**config.mk**
```make
export PLATFORM = sky130hd
export DESIGN_NAME = nn_complex_sampler_flat
export DESIGN_NICKNAME = d
export VERILOG_FILES = /design/src/rtl/nn_complex_sampler_if.sv /design/src/rtl/nn_complex_sampler.sv /design/src/flat_wrapper.sv
export SDC_FILE = /design/constraint.sdc
export NUM_CORES = 1
export LEC_CHECK = 0
export CORE_UTILIZATION = 51
export DETAILED_ROUTE_END_ITERATION = 8
export GPL_ROUTABILITY_DRIVEN = 0
export GPL_TIMING_DRIVEN = 0
export PLACE_DENSITY = 0.79
export RECOVER_POWER = 50
export SKIP_CTS_REPAIR_TIMING = 1
export SKIP_LAST_GASP = 1
export SYNTH_ARGS = -nofsm -noshare
export SYNTH_HDL_FRONTEND = slang
export SYNTH_SLANG_ARGS = --single-unit
```
**constraint.sdc**
```tcl
create_clock -name clk -period 3.3 [get_ports clk]
set_input_delay 0.66 -clock clk [delete_from_list [all_inputs] [get_ports clk]]
set_output_delay 0.66 -clock clk [all_outputs]
set_load 0.01 [all_outputs]
```
**src/rtl/nn_complex_sampler_if.sv**
```systemverilog
// nn_complex_sampler_if: control, level and event-handshake signals of the sampler
interface nn_complex_sampler_if #(
  parameter int CNT_WIDTH = 8
);
  logic w_in;
  logic en;
  logic clr_cnt;
  logic evt_ready;
  logic w_filt;
  logic rise_pulse;
  logic fall_pulse;
  logic evt_valid;
  logic evt_type;
  logic evt_ovf;
  logic [CNT_WIDTH-1:0] rise_cnt;
  logic [CNT_WIDTH-1:0] fall_cnt;
  logic [CNT_WIDTH-1:0] glitch_cnt;
  modport master (
    output w_in, en, clr_cnt, evt_ready,
    input  w_filt, rise_pulse, fall_pulse, evt_valid, evt_type, evt_ovf, rise_cnt, fall_cnt, glitch_cnt
  );
  modport slave (
    input  w_in, en, clr_cnt, evt_ready,
    output w_filt, rise_pulse, fall_pulse, evt_valid, evt_type, evt_ovf, rise_cnt, fall_cnt, glitch_cnt
  );
endinterface

```
**src/rtl/nn_complex_sampler.sv**
```systemverilog
// nn_complex_sampler: synchronizes and debounces a glitchy level, counting and handing off its edges
module nn_complex_sampler #(
  parameter int STABLE_CYCLES = 3,
  parameter int CNT_WIDTH = 8
) (
  input logic clk,
  input logic rst,
  nn_complex_sampler_if.slave bus
);
  typedef enum logic [1:0] {STABLE_LO, PEND_HI, STABLE_HI, PEND_LO} state_t;
  localparam logic [3:0] LAST = 4'(STABLE_CYCLES - 1);
  localparam logic [CNT_WIDTH-1:0] MAX = '1;
  state_t state_q, state_d;
  logic [3:0] cnt_q, cnt_d;
  logic s1_q, s2_q, w_filt_q, rise_q, fall_q, evt_valid_q, evt_type_q, evt_ovf_q;
  logic [CNT_WIDTH-1:0] rise_cnt_q, fall_cnt_q, glitch_cnt_q;
  logic done, rise, fall, glitch, load, drop;
  // filter next state and the edge/glitch strobes it produces this cycle
  always_comb begin
    done = cnt_q == LAST;
    rise = bus.en && state_q == PEND_HI && s2_q && done;
    fall = bus.en && state_q == PEND_LO && !s2_q && done;
    glitch = bus.en && ((state_q == PEND_HI && !s2_q) || (state_q == PEND_LO && s2_q));
    load = (rise || fall) && (!evt_valid_q || bus.evt_ready);
    drop = (rise || fall) && evt_valid_q && !bus.evt_ready;
    state_d = state_q;
    cnt_d = cnt_q;
    if (bus.en)
      case (state_q)
        STABLE_LO: begin
          state_d = s2_q ? PEND_HI : STABLE_LO;
          cnt_d = s2_q ? 4'd1 : 4'd0;
        end
        PEND_HI: begin
          state_d = !s2_q ? STABLE_LO : done ? STABLE_HI : PEND_HI;
          cnt_d = (s2_q && !done) ? cnt_q + 4'd1 : 4'd0;
        end
        STABLE_HI: begin
          state_d = !s2_q ? PEND_LO : STABLE_HI;
          cnt_d = !s2_q ? 4'd1 : 4'd0;
        end
        default: begin
          state_d = s2_q ? STABLE_HI : done ? STABLE_LO : PEND_LO;
          cnt_d = (!s2_q && !done) ? cnt_q + 4'd1 : 4'd0;
        end
      endcase
  end
  // synchronizer, filter state, saturating counters and the one-deep event slot
  always_ff @(posedge clk or posedge rst) begin
    if (rst) begin
      s1_q <= 1'b0;
      s2_q <= 1'b0;
      state_q <= STABLE_LO;
      cnt_q <= '0;
      w_filt_q <= 1'b0;
      rise_q <= 1'b0;
      fall_q <= 1'b0;
      rise_cnt_q <= '0;
      fall_cnt_q <= '0;
      glitch_cnt_q <= '0;
      evt_valid_q <= 1'b0;
      evt_type_q <= 1'b0;
      evt_ovf_q <= 1'b0;
    end else begin
      s1_q <= bus.w_in;
      s2_q <= s1_q;
      state_q <= state_d;
      cnt_q <= cnt_d;
      w_filt_q <= rise ? 1'b1 : fall ? 1'b0 : w_filt_q;
      rise_q <= rise;
      fall_q <= fall;
      rise_cnt_q <= bus.clr_cnt ? '0 : rise_cnt_q + CNT_WIDTH'(rise && rise_cnt_q != MAX);
      fall_cnt_q <= bus.clr_cnt ? '0 : fall_cnt_q + CNT_WIDTH'(fall && fall_cnt_q != MAX);
      glitch_cnt_q <= bus.clr_cnt ? '0 : glitch_cnt_q + CNT_WIDTH'(glitch && glitch_cnt_q != MAX);
      evt_valid_q <= load || (evt_valid_q && !bus.evt_ready);
      evt_type_q <= load ? rise : evt_type_q;
      evt_ovf_q <= !bus.clr_cnt && (evt_ovf_q || drop);
    end
  end
  assign bus.w_filt = w_filt_q;
  assign bus.rise_pulse = rise_q;
  assign bus.fall_pulse = fall_q;
  assign bus.rise_cnt = rise_cnt_q;
  assign bus.fall_cnt = fall_cnt_q;
  assign bus.glitch_cnt = glitch_cnt_q;
  assign bus.evt_valid = evt_valid_q;
  assign bus.evt_type = evt_type_q;
  assign bus.evt_ovf = evt_ovf_q;
endmodule

```
**src/flat_wrapper.sv**
```systemverilog
// flat-port wrapper written by rule: the top's interface ports become plain ports
module nn_complex_sampler_flat 
#(
  parameter int STABLE_CYCLES = 3,
  parameter int CNT_WIDTH = 8
)
  (clk, rst, bus_w_in, bus_en, bus_clr_cnt, bus_evt_ready, bus_w_filt, bus_rise_pulse, bus_fall_pulse, bus_evt_valid, bus_evt_type, bus_evt_ovf, bus_rise_cnt, bus_fall_cnt, bus_glitch_cnt);
  nn_complex_sampler_if #(.CNT_WIDTH(CNT_WIDTH)) bus_i ();
  input logic clk;
  input logic rst;
  input wire logic [$bits(bus_i.w_in)-1:0] bus_w_in;
  input wire logic [$bits(bus_i.en)-1:0] bus_en;
  input wire logic [$bits(bus_i.clr_cnt)-1:0] bus_clr_cnt;
  input wire logic [$bits(bus_i.evt_ready)-1:0] bus_evt_ready;
  output wire logic [$bits(bus_i.w_filt)-1:0] bus_w_filt;
  output wire logic [$bits(bus_i.rise_pulse)-1:0] bus_rise_pulse;
  output wire logic [$bits(bus_i.fall_pulse)-1:0] bus_fall_pulse;
  output wire logic [$bits(bus_i.evt_valid)-1:0] bus_evt_valid;
  output wire logic [$bits(bus_i.evt_type)-1:0] bus_evt_type;
  output wire logic [$bits(bus_i.evt_ovf)-1:0] bus_evt_ovf;
  output wire logic [$bits(bus_i.rise_cnt)-1:0] bus_rise_cnt;
  output wire logic [$bits(bus_i.fall_cnt)-1:0] bus_fall_cnt;
  output wire logic [$bits(bus_i.glitch_cnt)-1:0] bus_glitch_cnt;
  assign bus_i.w_in = bus_w_in;
  assign bus_i.en = bus_en;
  assign bus_i.clr_cnt = bus_clr_cnt;
  assign bus_i.evt_ready = bus_evt_ready;
  assign bus_w_filt = bus_i.w_filt;
  assign bus_rise_pulse = bus_i.rise_pulse;
  assign bus_fall_pulse = bus_i.fall_pulse;
  assign bus_evt_valid = bus_i.evt_valid;
  assign bus_evt_type = bus_i.evt_type;
  assign bus_evt_ovf = bus_i.evt_ovf;
  assign bus_rise_cnt = bus_i.rise_cnt;
  assign bus_fall_cnt = bus_i.fall_cnt;
  assign bus_glitch_cnt = bus_i.glitch_cnt;
  nn_complex_sampler #(.STABLE_CYCLES(STABLE_CYCLES), .CNT_WIDTH(CNT_WIDTH)) u_core (.clk(clk), .rst(rst), .bus(bus_i));
endmodule
```
==> impl_results.md <==
- Startpoint class of the critical path: input pin
- Synth Warn #: 0
- Mapped Cells: 175
- Ys flop type: dfrtp_1
- Flops & latches, synth: 38
- Row count: 21
- Met1 Use GR: 26.29%
- Slew Viols, Final: 0
- Startpoint of the lowest-slack hold path: u_core.s1_q
- Clock Skew: 0.01135 ns
- Post-placement cell count: 256
- EDFF count, synth: 0
- Worst path arrival time: 3.00 ns
- Register area share after synthesis: 52.27%
- Synth Area per Inst: 10.40 um2
- Residual DRC: 0
- Worst setup path startpoint: bus_en
- Initial antenna violation count: 0
- H-tree depth: 2
- Complex-gate fraction of the synthesized area: 10.94%
- Routing usage on met3: 7.453%
- RR Startpoint: u_core.cnt_q[0]
- Status: complete, no violations
- Asr flop ratio synth: 100.0%
- Worst slew margin: 5.445%
- Post-synthesis xor/xnor area fraction: 5.846%
- Wire per inst: 14.46 um
- LEAKAGE: 0.9540 nW
- Die width: 61.73 um
- Switching share of power: 31.19%
- Worst vdd ir: 0.2571 mV
- P_int: 0.6974 mW
- Clk_lat worst skew: 0.35 ns
- Max Buffers Root-to-Sink: 2
- First-pass GRT wire length: 6044 um
- Crit path max fanout: 6
- Flop pwr share: 53.0%
- Synth cell count leaders: 38 x dfrtp_1, 15 x nor2_1, 14 x nand3_1
- Gate power share: 22.0%
- DR vias/cell: 5.636
- Drt total wl: 3817 um
- Largest area contributor in the netlist: dfrtp_1
- Main area contributors after synthesis: dfrtp_1 52%, ha_1 5.5%, nand3_1 3.9%
- Setup TNS Final: 0 ns
- Fraction of the mapped netlist area in simple logic gates: 21.80%
- Starting density of the core: 53.67%
- GRT Util Overall: 22.20%
- Synth top area share: 52.27%
- Final ANT Viol Nets: 0
- Post-synthesis mux area share: 0.5502%
- Main combinational cell family by area after synthesis: simple AND/OR/NAND/NOR gates
- Min Tclk post-route: 2.734 ns
- Antenna diodes: 0
- 1st-iter DRT viols: 82
- Critical path capture point type: flip-flop
- Final Net Count: 231
- Die height: 61.73 um
- CTS root buffer: clkbuf_4
- Worst Max-Slew Pin Slew: 1.417 ns
- Drt pass-1 iters: 4
- Max Freq: 365.8 MHz
- Synth Area in Adders: 5.502%
- CTS tree: built
- GR Layer Usage met2: 36.10%
- Fraction of layout cells with a size suffix above 1: 6.881%
- Clock power share: 25.0%
- Worst Hold Class: reg2reg
- Syn_nets: 189
- Yosys cell types: 34
- Period utilization: 82.85%
- Post-Layout Cell Count: 264
- RSZ-0062 raised after global routing: no
- Vias: 1488
- Switching Power: 0.3160 mW
- I/O pin total: 36
- Number of global-route vias before repair: 1380
- CTS buffer count: 5
- Die ar.: 3810 um2
- Setup Viol. Count Final: 0
- Max-cap viol count: 0
- Most Crowded Layer GR: met2
- Post-Syn Area: 1819 um2
- Hpwl dp: 2715 um
- Clock transition at path regs: 0.11 ns
- Power Dens Cells: 443.8 nW/um2
- Pin count of the biggest net entering global routing: 39
- Clock Sinks: 38
- Crit path kind: in2reg
- Core area: 3390 um2
- # fillers: 272
- Synthesis-to-layout area growth: 25.52%
- Grt total ovfl: 0
- Count leader, synth: dfrtp_1
- Required time of the critical path: 3.57 ns
- Port-buffer cells: 35
- Fin. Hold Viols: 0
==> registers in the layout (all words and copies together), names as in the netlist <==
register and count:
u_core.bus.evt_ovf 1, u_core.bus.evt_type 1, u_core.bus.evt_valid 1, u_core.bus.fall_cnt 8, u_core.bus.fall_pulse 1, u_core.bus.glitch_cnt 8
u_core.bus.rise_cnt 8, u_core.bus.rise_pulse 1, u_core.bus.w_filt 1, u_core.cnt_q 4, u_core.s1_q 1, u_core.s2_q 1
u_core.state_q 2
==> path summary, 6_finish.rpt <==
| kind | endpoint | slack, ns | cells past startpoint |
|---|---|---|---|
| max | u_core.bus.fall_cnt[6] | 0.57 | 10 |
| min | u_core.s2_q | 0.38 | 0 |
| max reg2reg | u_core.bus.fall_cnt[6] | 0.58 | 10 |
| min reg2reg | u_core.s2_q | 0.38 | 0 |
| max in group asynchronous | u_core.bus.fall_cnt[4] | 1.30 | 2 |
| min in group asynchronous | u_core.bus.glitch_cnt[0] | 1.16 | 2 |
==> cell families (layout without fill, tap and decap cells) <==
group,count (synthesis),count (layout)
flops,38,38
xor+xnor,10,10
compound gates,32,32
mux,1,1
buf+inv,13,56
fa+ha+maj,8,8
simple gates,73,73
==> worst max-delay path, cell delays in order <==
cell and delay, ns:
dlygate4sd3_1 0.53, and2_0 0.12, buf_2 0.16, nand2_1 0.08, nor4b_1 0.36, ha_1 0.30
ha_1 0.24, inv_1 0.06, or3_1 0.34, a21oi_1 0.14
==> cell type report <==
class                      instances  area [um2]  area share (%)
buffer                             6       28.78           1.260
clock buffer                       7       55.05           2.411
clock inverter                     1       5.005          0.2192
inverter                           7       26.28           1.151
multi-input combinational        124       809.5           35.45
sequential                        38       950.9           41.64
tap                               46       57.56           2.521
timing repair buffer              35       350.3           15.34
==> stage by stage <==
step | power, mW | setup slack (ns) | utilization, % | area, um2 | hold WS (ns)
finish | 1.013 | 0.5660 | 67.37 | 2283 | 0.3772
global route | 1.068 | 0.3228 | 67.37 | 2283 | 0.3849
CTS | 1.029 | 0.6022 | 67.48 | 2287 | 0.3804
detailed placement | 0.7733 | 0.3081 | 65.71 | 2227 | 0.3542
global placement | 0.7591 | 0.3331 | 65.71 | 2227 | 0.3336
floorplan | 0.7051 | 1.008 | - | 1819 | 0.3312
==> layer usage <==
layer | wire, um | up-vias
li1 | - | 708
met1 | 1679 | 732
met2 | 1898 | 38
met3 | 147 | 10
met4 | 92 | 0
met5 | 0 | -
==> placed cells by master (no fill, tap or decap), drive strengths merged, types with 2 or more instances in the layout <==
| cell type | synthesis | final |
|---|---|---|
| a21oi | 10 | 10 |
| a31oi | 2 | 2 |
| a41oi | 2 | 2 |
| buf | 4 | 3 |
| clkbuf | 2 | 10 |
| clkdlybuf4s50 | 0 | 31 |
| dfrtp | 38 | 38 |
| dlygate4sd3 | 0 | 4 |
| ha | 8 | 8 |
| inv | 7 | 7 |
| nand2 | 8 | 8 |
| nand2b | 3 | 3 |
| nand3 | 14 | 14 |
| nand4 | 8 | 8 |
| nor2 | 15 | 15 |
| nor2b | 8 | 8 |
| nor3 | 2 | 2 |
| nor3b | 2 | 2 |
| o21ai | 11 | 11 |
| o31ai | 2 | 2 |
| or3 | 9 | 9 |
| or3b | 2 | 2 |
| xnor2 | 3 | 3 |
| xor2 | 7 | 7 |
==> power groups by stage <==
stage          clock network (mW)  logic, mW  registers [mW]
4_1_cts                     0.264      0.228           0.537
6_report                    0.254      0.223           0.537
2_1_floorplan                   0      0.166           0.539
3_3_place_gp                    0      0.216           0.543
3_5_place_dp                    0      0.228           0.546
5_1_grt                     0.279      0.248           0.541
(Power assumes the default switching activity.)
